**src/rtl/altera_up_video_alpha_pkg.sv**
```systemverilog
// Shared constants, pixel layout and the alpha decision rule for the video alpha inserter.
// Both the CSR block and the pipeline top import this package.
package altera_up_video_alpha_pkg;

   localparam int COLOR_W = 10;
   localparam int ALPHA_W = 10;
   localparam int RGB_W   = 3 * COLOR_W;

   localparam logic [1:0] ADDR_CTRL    = 2'd0;
   localparam logic [1:0] ADDR_KEY     = 2'd1;
   localparam logic [1:0] ADDR_OPACITY = 2'd2;
   localparam logic [1:0] ADDR_STATUS  = 2'd3;

   localparam int CTRL_KEY_EN   = 0;
   localparam int CTRL_BLEND_EN = 1;

   localparam logic [ALPHA_W-1:0] ALPHA_OPAQUE = '1;
   localparam logic [ALPHA_W-1:0] ALPHA_CLEAR  = '0;

   typedef struct packed {
      logic [ALPHA_W-1:0] alpha;
      logic [COLOR_W-1:0] r;
      logic [COLOR_W-1:0] g;
      logic [COLOR_W-1:0] b;
   } argb_t;

   // Blending off forces opaque; a key hit punches a fully transparent hole.
   function automatic logic [ALPHA_W-1:0] compute_alpha(
      input logic [1:0]         ctrl,
      input logic [RGB_W-1:0]   key,
      input logic [ALPHA_W-1:0] opacity,
      input logic [RGB_W-1:0]   rgb
   );
      if (!ctrl[CTRL_BLEND_EN])
         return ALPHA_OPAQUE;
      else if (ctrl[CTRL_KEY_EN] && (rgb == key))
         return ALPHA_CLEAR;
      else
         return opacity;
   endfunction

endpackage

```
**src/rtl/altera_up_video_alpha_inserter_csr.sv**
```systemverilog
// Avalon-MM slave for the alpha inserter: pending configuration registers, registered
// read mux, and per-frame status (in_frame flag, 16-bit wrapping frame counter).
module altera_up_video_alpha_inserter_csr
   import altera_up_video_alpha_pkg::*;
#(
   parameter logic [RGB_W-1:0]   DEFAULT_KEY     = '0,
   parameter logic [ALPHA_W-1:0] DEFAULT_OPACITY = '1
) (
   input  logic               clk,
   input  logic               reset,
   input  logic [1:0]         address,
   input  logic               chipselect,
   input  logic               read,
   input  logic               write,
   input  logic [31:0]        writedata,
   input  logic               beat_accept,
   input  logic               beat_sop,
   input  logic               beat_eop,
   output logic [31:0]        readdata,
   output logic [1:0]         pend_ctrl,
   output logic [RGB_W-1:0]   pend_key,
   output logic [ALPHA_W-1:0] pend_opacity
);

   logic        csr_write;
   logic        status_write;
   logic [15:0] frame_count;
   logic        in_frame;
   logic [31:0] read_mux;
   logic        unused_wdata;

   assign csr_write    = chipselect & write;
   assign status_write = csr_write & (address == ADDR_STATUS);
   assign unused_wdata = ^writedata[31:RGB_W];

   // NOTE: sequential state uses non-blocking assignments so every register samples pre-edge values.
   always_ff @(posedge clk or negedge reset) begin
      if (!reset) begin
         pend_ctrl    <= 2'b11;
         pend_key     <= DEFAULT_KEY;
         pend_opacity <= DEFAULT_OPACITY;
      end else if (csr_write) begin
         case (address)
            ADDR_CTRL:    pend_ctrl    <= writedata[1:0];
            ADDR_KEY:     pend_key     <= writedata[RGB_W-1:0];
            ADDR_OPACITY: pend_opacity <= writedata[ALPHA_W-1:0];
            default:      ;
         endcase
      end
   end

   // A status write beats a same-cycle eop so software always sees a clean zero.
   always_ff @(posedge clk or negedge reset) begin
      if (!reset) begin
         frame_count <= '0;
         in_frame    <= 1'b0;
      end else begin
         if (status_write)
            frame_count <= '0;
         else if (beat_accept && beat_eop)
            frame_count <= frame_count + 16'd1;

         if (beat_accept) begin
            if (beat_eop)
               in_frame <= 1'b0;
            else if (beat_sop)
               in_frame <= 1'b1;
         end
      end
   end

   // NOTE: every always_comb output gets a default first so no latch can be inferred.
   always_comb begin
      read_mux = '0;
      case (address)
         ADDR_CTRL:    read_mux = {30'd0, pend_ctrl};
         ADDR_KEY:     read_mux = {{(32-RGB_W){1'b0}}, pend_key};
         ADDR_OPACITY: read_mux = {{(32-ALPHA_W){1'b0}}, pend_opacity};
         ADDR_STATUS:  read_mux = {frame_count, 15'd0, in_frame};
         default:      read_mux = '0;
      endcase
   end

   always_ff @(posedge clk or negedge reset) begin
      if (!reset)
         readdata <= '0;
      else if (chipselect && read)
         readdata <= read_mux;
   end

endmodule

```
**src/rtl/altera_up_video_alpha_inserter.sv**
```systemverilog
// 30-bit RGB to 40-bit ARGB stream stage with chroma-key / opacity alpha and one register of latency.
// Optional macro ALPHA_INSERTER_FADE_EN ramps the active opacity toward the pending value by FADE_STEP per frame.
module altera_up_video_alpha_inserter
   import altera_up_video_alpha_pkg::*;
#(
   parameter logic [RGB_W-1:0]   DEFAULT_KEY     = 30'h0000000,
   parameter logic [ALPHA_W-1:0] DEFAULT_OPACITY = 10'h3FF,
   parameter logic [ALPHA_W-1:0] FADE_STEP       = 10'h020
) (
   input  logic               clk,
   input  logic               reset,
   input  logic [RGB_W-1:0]   stream_in_data,
   input  logic               stream_in_startofpacket,
   input  logic               stream_in_endofpacket,
   input  logic [1:0]         stream_in_empty,
   input  logic               stream_in_valid,
   output logic               stream_in_ready,
   output logic [39:0]        stream_out_data,
   output logic               stream_out_startofpacket,
   output logic               stream_out_endofpacket,
   output logic [1:0]         stream_out_empty,
   output logic               stream_out_valid,
   input  logic               stream_out_ready,
   input  logic [1:0]         address,
   input  logic               chipselect,
   input  logic               read,
   input  logic               write,
   input  logic [31:0]        writedata,
   output logic [31:0]        readdata
);

   logic               accept;
   logic [1:0]         pend_ctrl;
   logic [RGB_W-1:0]   pend_key;
   logic [ALPHA_W-1:0] pend_opacity;
   logic [1:0]         act_ctrl;
   logic [RGB_W-1:0]   act_key;
   logic [ALPHA_W-1:0] act_opacity;
   logic [ALPHA_W-1:0] next_opacity;
   logic [1:0]         sel_ctrl;
   logic [RGB_W-1:0]   sel_key;
   logic [ALPHA_W-1:0] sel_opacity;
   argb_t              out_pixel;
   logic               unused_empty;

   assign stream_in_ready  = ~stream_out_valid | stream_out_ready;
   assign accept           = stream_in_valid & stream_in_ready;
   assign stream_out_data  = out_pixel;
   assign stream_out_empty = 2'h0;
   assign unused_empty     = ^stream_in_empty;

   altera_up_video_alpha_inserter_csr #(
      .DEFAULT_KEY     (DEFAULT_KEY),
      .DEFAULT_OPACITY (DEFAULT_OPACITY)
   ) u_csr (
      .clk          (clk),
      .reset        (reset),
      .address      (address),
      .chipselect   (chipselect),
      .read         (read),
      .write        (write),
      .writedata    (writedata),
      .beat_accept  (accept),
      .beat_sop     (stream_in_startofpacket),
      .beat_eop     (stream_in_endofpacket),
      .readdata     (readdata),
      .pend_ctrl    (pend_ctrl),
      .pend_key     (pend_key),
      .pend_opacity (pend_opacity)
   );

`ifdef ALPHA_INSERTER_FADE_EN
   always_comb begin
      next_opacity = pend_opacity;
      if (pend_opacity > act_opacity) begin
         if ((pend_opacity - act_opacity) > FADE_STEP)
            next_opacity = act_opacity + FADE_STEP;
      end else if (act_opacity > pend_opacity) begin
         if ((act_opacity - pend_opacity) > FADE_STEP)
            next_opacity = act_opacity - FADE_STEP;
      end
   end
`else
   logic unused_fade;
   assign unused_fade  = ^FADE_STEP;
   assign next_opacity = pend_opacity;
`endif

   // The sop beat already sees the configuration it is about to latch into the active set.
   assign sel_ctrl    = stream_in_startofpacket ? pend_ctrl    : act_ctrl;
   assign sel_key     = stream_in_startofpacket ? pend_key     : act_key;
   assign sel_opacity = stream_in_startofpacket ? next_opacity : act_opacity;

   always_ff @(posedge clk or negedge reset) begin
      if (!reset) begin
         act_ctrl    <= 2'b11;
         act_key     <= DEFAULT_KEY;
         act_opacity <= DEFAULT_OPACITY;
      end else if (accept && stream_in_startofpacket) begin
         act_ctrl    <= pend_ctrl;
         act_key     <= pend_key;
         act_opacity <= next_opacity;
      end
   end

   always_ff @(posedge clk or negedge reset) begin
      if (!reset) begin
         stream_out_valid         <= 1'b0;
         stream_out_startofpacket <= 1'b0;
         stream_out_endofpacket   <= 1'b0;
         out_pixel                <= '0;
      end else if (accept) begin
         stream_out_valid         <= 1'b1;
         stream_out_startofpacket <= stream_in_startofpacket;
         stream_out_endofpacket   <= stream_in_endofpacket;
         out_pixel.alpha          <= compute_alpha(sel_ctrl, sel_key, sel_opacity, stream_in_data);
         out_pixel.r              <= stream_in_data[29:20];
         out_pixel.g              <= stream_in_data[19:10];
         out_pixel.b              <= stream_in_data[9:0];
      end else if (stream_out_ready) begin
         stream_out_valid <= 1'b0;
      end
   end

endmodule

```
**config.mk**
```make
export PLATFORM = sky130hd
export DESIGN_NAME = altera_up_video_alpha_inserter
export DESIGN_NICKNAME = d
export VERILOG_FILES = /design/src/rtl/altera_up_video_alpha_pkg.sv /design/src/rtl/altera_up_video_alpha_inserter_csr.sv /design/src/rtl/altera_up_video_alpha_inserter.sv
export SDC_FILE = /design/constraint.sdc
export NUM_CORES = 1
export LEC_CHECK = 0
export ABC_AREA = 1
export CAP_MARGIN = 20
export CORE_ASPECT_RATIO = 0.5
export CORE_MARGIN = 5
export CORE_UTILIZATION = 50
export CTS_BUF_LIST = sky130_fd_sc_hd__clkbuf_16
export CTS_CLUSTER_DIAMETER = 40
export DETAILED_ROUTE_END_ITERATION = 10
export DONT_BUFFER_PORTS = 1
export HOLD_SLACK_MARGIN = 0.1
export SLEW_MARGIN = 40
export SYNTH_ARGS = -nofsm -noshare
export SYNTH_HDL_FRONTEND = slang
export SYNTH_SLANG_ARGS = --single-unit
```
**constraint.sdc**
```tcl
create_clock -name clk -period 3.95 [get_ports clk]
set_input_delay 0.1975 -clock clk [delete_from_list [all_inputs] [get_ports clk]]
set_output_delay 0.1975 -clock clk [all_outputs]
set_load 0.01 [all_outputs]
```
==> results.yml <==
status:
  status: "complete, but fails checks"
  violations: "negative hold slack"
cts:
  root_buffer: "clkbuf_16"
  htree_levels: 4
  clkTransAtPathRegs_ps: 70
  hold_buffers: 67
  cts_sinks: 176
  cts_tree: "yes"
  numCtsBuffers: 17
  cts_setup_buffers: 0
  cts_resized: 0
  insertion_delay_ps: 430
  clockBufferDepth: 2
floorplan:
  die_area_um2: 19100
  fp-row-count: 32
  die_y_um: 100
  start_util: 0.518
  core_um2: 15700
  ios: 153
  die_w_um: 190
setup_path:
  rr_endpoint: "stream_out_data[38]$_DFFE_PN0P_"
  critPathTopFamily: "compound AO/OA/AOI/OAI gates"
  cp_num_buf_inv: 2
  cp_max_fo: 63
  cp.required_ps: 4220
  cp-end-kind: "flop"
  rrSetupSlack_ps: 1540
  cpMaxStageDelayCell: "o31ai_2"
  r2r_cells: 5
  critical_path_class: "reg2reg"
  timing.rr.start: "stream_out_valid$_DFFE_PN0P_"
  cp_slowest_stage_delay_ps: 740
  startpoint_type: "flop"
  worstPathArrival_ps: 2680
  critPathLaunch: "stream_out_valid$_DFFE_PN0P_"
  crit_chain: "a21oi_4 -> inv_2 -> buf_4 -> o31ai_2 -> a21oi_1"
route:
  ant_nets: 0
  vias_per_cell: 5.25
  routed_wl_um: 23000
  first_iter_violations: 422
  vias: 6784
  wl_per_cell_um: 17.8
  drc: 0
  drt-pass1-iter-count: 5
sta:
  tns_ps: 0
  maxSlewViolCount: 0
  post-route-period-util: 0.609
  setup_slack_ps: 1540
  max_freq_mhz: 415
  finalClockSkew_ps: 14.4
  fin_crit_ps: 2410
  tightest_slew_ps: 817
  rsz0062_at_grt: "false"
  final-setup-viol-count: 0
  holdWs_ps: -539
  slew_headroom: 0.452
  hold_viol_final: 176
yosys:
  yosys.area.top_type: "dfrtp_1"
  synth_top_area_frac: 0.468
  synth_area_um2: 8140
  async_reset_ff_frac: 1.00
  seq_area_frac_synth: 0.545
  syn_avg_cell_area_um2: 8.08
  synthTopCellsByCount: "nand2_1, dfrtp_1, inv_1"
  yosysWarnings: 0
  synth-edff-count: 0
  synth.area.top_cells: "dfrtp_1, nand2_1, dfstp_2"
  synth.distinct_cells: 35
  ys_ff_latch: 176
  synthFlopType: "dfrtp_1"
  post-synth-top-count-cell: "nand2_1"
  syn_inst: 1007
cells_and_area:
  antennaDiodeCount: 0
  final_nets: 1133
  drive_gt1_frac: 0.0822
  area_delta_synth_final_pct: 16.6
  final_area_um2: 9490
run:
  cap_viol_max_count: 0
global_routing:
  grt_max_degree: 177
  grt_pass1_vias: 6589
  grt_use_total: 0.244
  grt_pass1_wl_um: 36100
  grt_overflow: 0
  grt_antenna_before_repair: 0
hold_path:
  hold_path.class: "in2async"
pwr:
  netSwitchingPower_mw: 1.51
  p_clk_frac: 0.348
  seqPwrFrac: 0.502
  p_int_mw: 3.31
  p_leak_nw: 4.70
  pwr-share-comb: 0.150
  vdd_drop_max_mv: 0.298
  powerDensity_nw_per_um2: 508
  switching_share: 0.312
placed_design:
  gp_congestion: 0.825
  dp_hpwl_um: 15500
  place_ws_ps: 1550
  port-buffer-count: 0
  place_area_um2: 8250
-- placed cells by master (no fill, tap or decap), drive strengths merged, types with 2 or more instances in the layout --
| master | instances |
|---|---|
| buf | 5 |
| o21ai | 117 |
| nand4 | 2 |
| dlygate4sd3 | 67 |
| clkinvlp | 5 |
| nor3 | 11 |
| clkbuf | 17 |
| o21a | 2 |
| o221ai | 17 |
| nor2 | 55 |
| dfrtp | 152 |
| nor4 | 2 |
| nand3 | 44 |
| o211ai | 5 |
| nand2 | 354 |
| a21oi | 43 |
| dfstp | 24 |
| inv | 137 |
| conb | 2 |
-- kinds of logic after synthesis --
family	count (synthesis)	synth area share
other cells	1	0.000461
xor+xnor	1	0.00108
compound gates	189	0.130
simple gates	468	0.235
flops	176	0.545
buf+inv	171	0.0872
fa+ha+maj	1	0.00154
-- layout make-up --
cell class	count	area [µm²]
clock inverter	15	148
inverter	129	492
tap	221	277
clock buffer	17	425
multi-input combinational	661	3010
fill	1412	6210
sequential	176	4430
timing repair buffer	72	708
-- state kept, by name (all words and copies together), names as in the netlist --
signal,cells
u_csr.in_frame,1
stream_out_startofpacket,1
act_ctrl,2
stream_out_endofpacket,1
u_csr.pend_key,30
act_opacity,10
u_csr.pend_ctrl,2
stream_out_data,40
act_key,30
stream_out_valid,1
u_csr.frame_count,16
u_csr.pend_opacity,10
u_csr.readdata,32
-- metal layers --
layer | global-route usage | up-vias | wire (µm)
met1 | 0.353 | 3281 | 10800
met5 | 0 | - | 0
met2 | 0.372 | 205 | 10200
met3 | 0.0664 | 21 | 1750
met4 | 0.0535 | 0 | 244
li1 | - | 3277 | -
-- through the flow --
| step | utilization | cells | hold WS [ps] | total power, mW |
|---|---|---|---|---|
| final | 0.605 | 1291 | -539 | 4.82 |
| after global routing | 0.605 | 1291 | -560 | 5.09 |
| after CTS | 0.605 | 1291 | -553 | 4.84 |
| after detailed placement | 0.525 | 1192 | -94.0 | 3.12 |
| after global placement | 0.525 | 1192 | -94.1 | 3.09 |
| after floorplan | - | 1008 | -98.1 | 2.90 |
-- power by group through the flow --
stage,clock [mW],sequential [mW],combinational [mW]
final,1.68,2.42,0.724
after CTS,1.70,2.42,0.725
after detailed placement,0,2.45,0.665
after floorplan,0,2.38,0.525
after global placement,0,2.44,0.642
after global routing,1.79,2.46,0.839
-- worst max path at each step --
stage                                      endpoint  slack [ps]  cells after the start
global route        stream_out_data[31]$_DFFE_PN0P_        1340                      5
CTS                 stream_out_data[38]$_DFFE_PN0P_        1520                      5
floorplan                   act_key[18]$_DFFE_PN0P_        2460                      8
global placement    stream_out_data[35]$_DFFE_PN0P_        1610                      5
detailed placement  stream_out_data[38]$_DFFE_PN0P_        1550                      5
finish              stream_out_data[38]$_DFFE_PN0P_        1540                      5
No activity file was read; power rests on OpenSTA's default activity.
